==> config.mk <==
export PLATFORM = sky130hd
export DESIGN_NAME = logic_unit_pipe
export DESIGN_NICKNAME = d
export VERILOG_FILES = /design/src/rtl/logic_unit_pipe.sv
export SDC_FILE = /design/constraint.sdc
export NUM_CORES = 1
export LEC_CHECK = 0
export CORE_MARGIN = 2
export CORE_UTILIZATION = 48
export CTS_CLUSTER_DIAMETER = 150
export CTS_CLUSTER_SIZE = 40
export DETAILED_ROUTE_END_ITERATION = 10
export GPL_TIMING_DRIVEN = 0
export PLACE_DENSITY_LB_ADDON = 0.12
export REMOVE_ABC_BUFFERS = 1
export SLEW_MARGIN = 20
export SYNTH_ARGS = -nofsm -noshare
export SYNTH_HDL_FRONTEND = slang
export SYNTH_SLANG_ARGS = --single-unit
==> constraint.sdc <==
create_clock -name clk -period 1.8 [get_ports clk]
set_input_delay 0.27 -clock clk [delete_from_list [all_inputs] [get_ports clk]]
set_output_delay 0.27 -clock clk [all_outputs]
set_load 0.01 [all_outputs]
==> src/rtl/logic_unit_pipe.sv <==
// rtl/logic_unit_pipe.sv - pipelined bitwise logic unit with valid/ready handshake
//
// Purpose: computes AND/OR/XOR/NAND of two WIDTH-bit operands and carries the
// result through STAGES register stages. The whole pipe shifts together and
// stalls globally under output backpressure.
//
// Optional feature macro: ZERO_FLAG_EN (adds registered out_zero flag).
//
// Ports:
//   clk        in   rising-edge clock
//   rst        in   synchronous active-high reset
//   in_valid   in   operand beat valid
//   in_ready   out  unit accepts a beat this cycle
//   op         in   00=AND 01=OR 10=XOR 11=NAND
//   a, b       in   WIDTH-bit operands
//   out_valid  out  result beat valid
//   out_ready  in   consumer accepts result
//   result     out  op(a,b) of the presented beat
//   out_zero   out  (ZERO_FLAG_EN only) result == 0, aligned with result
module logic_unit_pipe #(
  parameter int WIDTH  = 8,
  parameter int STAGES = 2
) (
  input  logic             clk,
  input  logic             rst,
  input  logic             in_valid,
  output logic             in_ready,
  input  logic [1:0]       op,
  input  logic [WIDTH-1:0] a,
  input  logic [WIDTH-1:0] b,
  output logic             out_valid,
  input  logic             out_ready,
  output logic [WIDTH-1:0] result
`ifdef ZERO_FLAG_EN
  ,
  output logic             out_zero
`endif
);

  generate
    if (STAGES < 1 || STAGES > 4) begin : g_bad_stages
      $error("logic_unit_pipe: STAGES must be in 1..4");
    end
  endgenerate

  logic [STAGES-1:0] vld;
  logic [WIDTH-1:0]  dat [STAGES];
  logic [WIDTH-1:0]  op_res;
  logic              advance;
  logic              accept;

  // Pipe only holds when the last stage has a beat the consumer refuses;
  // bubbles are not squeezed out, so the whole pipe moves or nothing does.
  assign advance  = !(out_valid && !out_ready);
  assign in_ready = advance;
  assign accept   = in_valid && in_ready;

  always_comb begin
    op_res = '0;
    case (op)
      2'b00: op_res = a & b;
      2'b01: op_res = a | b;
      2'b10: op_res = a ^ b;
      2'b11: op_res = ~(a & b);
    endcase
  end

  always_ff @(posedge clk) begin
    if (rst) begin
      vld <= '0;
      for (int i = 0; i < STAGES; i++) dat[i] <= '0;
    end else if (advance) begin
      vld[0] <= accept;
      dat[0] <= op_res;
      for (int i = 1; i < STAGES; i++) begin
        vld[i] <= vld[i-1];
        dat[i] <= dat[i-1];
      end
    end
  end

  assign out_valid = vld[STAGES-1];
  assign result    = dat[STAGES-1];

`ifdef ZERO_FLAG_EN
  logic [STAGES-1:0] zf;

  always_ff @(posedge clk) begin
    if (rst) begin
      zf <= '0;
    end else if (advance) begin
      zf[0] <= (op_res == '0);
      for (int i = 1; i < STAGES; i++) zf[i] <= zf[i-1];
    end
  end

  assign out_zero = zf[STAGES-1];
`endif

endmodule

==> metrics.csv <==
metric,value,unit
status,"complete, no violations",
grt.busiest_layer,met2,
rows,18,
fin_crit_sh,0.967,
drive_above_1_share,0.0938,
drt_iter0_markers,7,
htreeDepth,1,
worstSetupPathType,in2out,
initial_utilization,0.496,
synth_seq_area_share,0.431,
final_core_util,0.613,
routedWlPerCell,10.9,um
final_nets,167,
crit_path_end,in_ready,
dr.pass1.iters,4,
cellLeakagePower,0.695,nW
postSynthAreaPerCell,11.6,um2
globalplace.congestion,0.658,
clk_pin_slew,100,ps
antenna_cells,0,
hold_slack,464,ps
grt_pass1_vias,739,
clockBufferDepth,2,
cts_resized,0,
p_per_area,605,nW/um2
wirelength,1720,um
cp-start-kind,primary input,
cts_sinks,18,
synth_cell_type_count,17,
cts_tree,yes,
critPathSlowestCell,clkdlybuf4s50_1,
antenna_found_initial,0,
clock_skew,2.44,ps
clk_latency,290,ps
hpwl,1370,um
final_cell_mix,"clkdlybuf4s50_1, inv_1, ha_1, edfxtp_1",
hold_violations,0,
syn_to_final_growth,23.4,%
crit_required,1530,ps
min_period,1740,ps
cp_cell_sequence,clkdlybuf4s50_1 > nor2b_4 > inv_1 > clkdlybuf4s50_1,
cap_violations,0,
dr_total_vias,776,
use_met1,0.140,
gr-usage-met3,0.00833,
ios,32,
die_w,54.2,um
final_common_cell,clkdlybuf4s50_1,
max_stage_delay,540,ps
r2r-start,vld[1]$_SDFFE_PP0N_,
yosys_warnings,0,
fmax,574,MHz
postCtsHoldBufs,0,
critPathCaptureType,output pin,
core,2430,um2
die_y,54.2,um
multiInputGateArea,529,um2
cp.arrival,1470,ps
antenna_left,0,
track_usage,0.140,
grt_start_max_net_pins,17,
setup_viol,0,
numCtsBuffers,3,
seqCellArea,520,um2
r2r_end,dat[0][3]$_SDFFCE_PN0P_,
finalMaxSlewViolations,0,
place_ws,-194,ps
num-fill-cells,215,
max-slew-margin-rel,0.463,
hold_class,reg2reg,
overflow,0,
peakVddDrop,0.367,mV
io_buffers,31,
netlist_instances,104,
grt_pass1_wl,2880,um
worst_slack,58.6,ps
cts_root_buf,clkbuf_4,
cp_max_fo,6,
met2_usage,0.275,
critPathLaunch,out_ready,
grt_setup_unrepaired,false,
vias_per_cell,4.91,
rrSetupSlack,420,ps
drc,0,
synth_area,1210,um2
worst_pin_slew,804,ps
dieArea,2930,um2
cts_setup_buffers,0,
reg2reg_depth,2,
yosys_register_bits,18,
crit_top_cell,clkdlybuf4s50_1,
==> flip-flops by register name, summed over array words and instances, names as in the netlist <==
signal / count
vld: 2
dat: 16
==> metal layers <==
metal | wire length, um | part of all wire
met5 | 0 | 0
met4 | 38 | 0.022
met3 | 75 | 0.044
met2 | 900 | 0.52
met1 | 707 | 0.41
==> how the worst min path moves through the flow <==
stage | depth (start not counted) | slack [ps] | to | from
2_1_floorplan | 1 | 340 | vld[0]$_SDFFE_PP0N_ | rst
3_3_place_gp | 2 | 440 | vld[0]$_SDFFE_PP0N_ | vld[0]$_SDFFE_PP0N_
3_5_place_dp | 2 | 450 | vld[0]$_SDFFE_PP0N_ | vld[0]$_SDFFE_PP0N_
4_1_cts | 2 | 470 | vld[0]$_SDFFE_PP0N_ | vld[0]$_SDFFE_PP0N_
5_1_grt | 2 | 500 | vld[0]$_SDFFE_PP0N_ | vld[0]$_SDFFE_PP0N_
6_report | 2 | 460 | vld[0]$_SDFFE_PP0N_ | vld[0]$_SDFFE_PP0N_
==> area by class of cell <==
cell class	instances	area share
sequential	18	0.349
clock inverter	1	0.00252
inverter	17	0.0428
clock buffer	3	0.0151
timing repair buffer	31	0.210
tap	30	0.0252
multi-input combinational	58	0.355
==> power by group <==
| group | switching (mW) | internal [mW] | leakage, nW | total, mW |
|---|---|---|---|---|
| Clock | 0.119 | 0.0806 | 0.0154 | 0.200 |
| Combinational | 0.0802 | 0.120 | 0.477 | 0.200 |
| Sequential | 0.00769 | 0.494 | 0.203 | 0.502 |
| Total | 0.207 | 0.694 | 0.695 | 0.901 |
==> cells in the mapped netlist, drive strengths merged <==
cell / instances / area (um2)
a21oi: 1 / 5.00
and2: 8 / 50.1
buf: 11 / 93.8
dfxtp: 2 / 40.0
edfxtp: 16 / 480
ha: 16 / 200
inv: 17 / 63.8
mux2: 8 / 90.1
mux2i: 8 / 80.1
nand2: 2 / 7.51
nand3b: 1 / 7.51
nor2: 3 / 11.3
nor2b: 1 / 13.8
o22ai: 8 / 50.1
or2b: 1 / 7.51
or3: 1 / 6.26
==> per-stage QoR <==
step                      TNS [ps]  cells  instance area [um2]  total power [mW]
after detailed placement     -1440    154                 1460             0.714
after global placement       -1140    154                 1460             0.704
after global routing             0    158                 1490             0.948
after floorplan                  0     93                 1110             0.603
final                            0    158                 1490             0.901
after CTS                        0    158                 1490             0.909
==> worst max-delay path: cells and delay by family <==
family	cells	cell delay (ps)
and+or+nand+nor	1	70
buffers and inverters	3	1140
==> cells by family after synthesis <==
kind of cell,share of synthesized area
fa+ha+maj,0.166
flops,0.431
compound gates,0.0456
mux,0.141
buf+inv,0.131
simple gates,0.0860
Note: power is estimated with default switching activity, not from simulation.
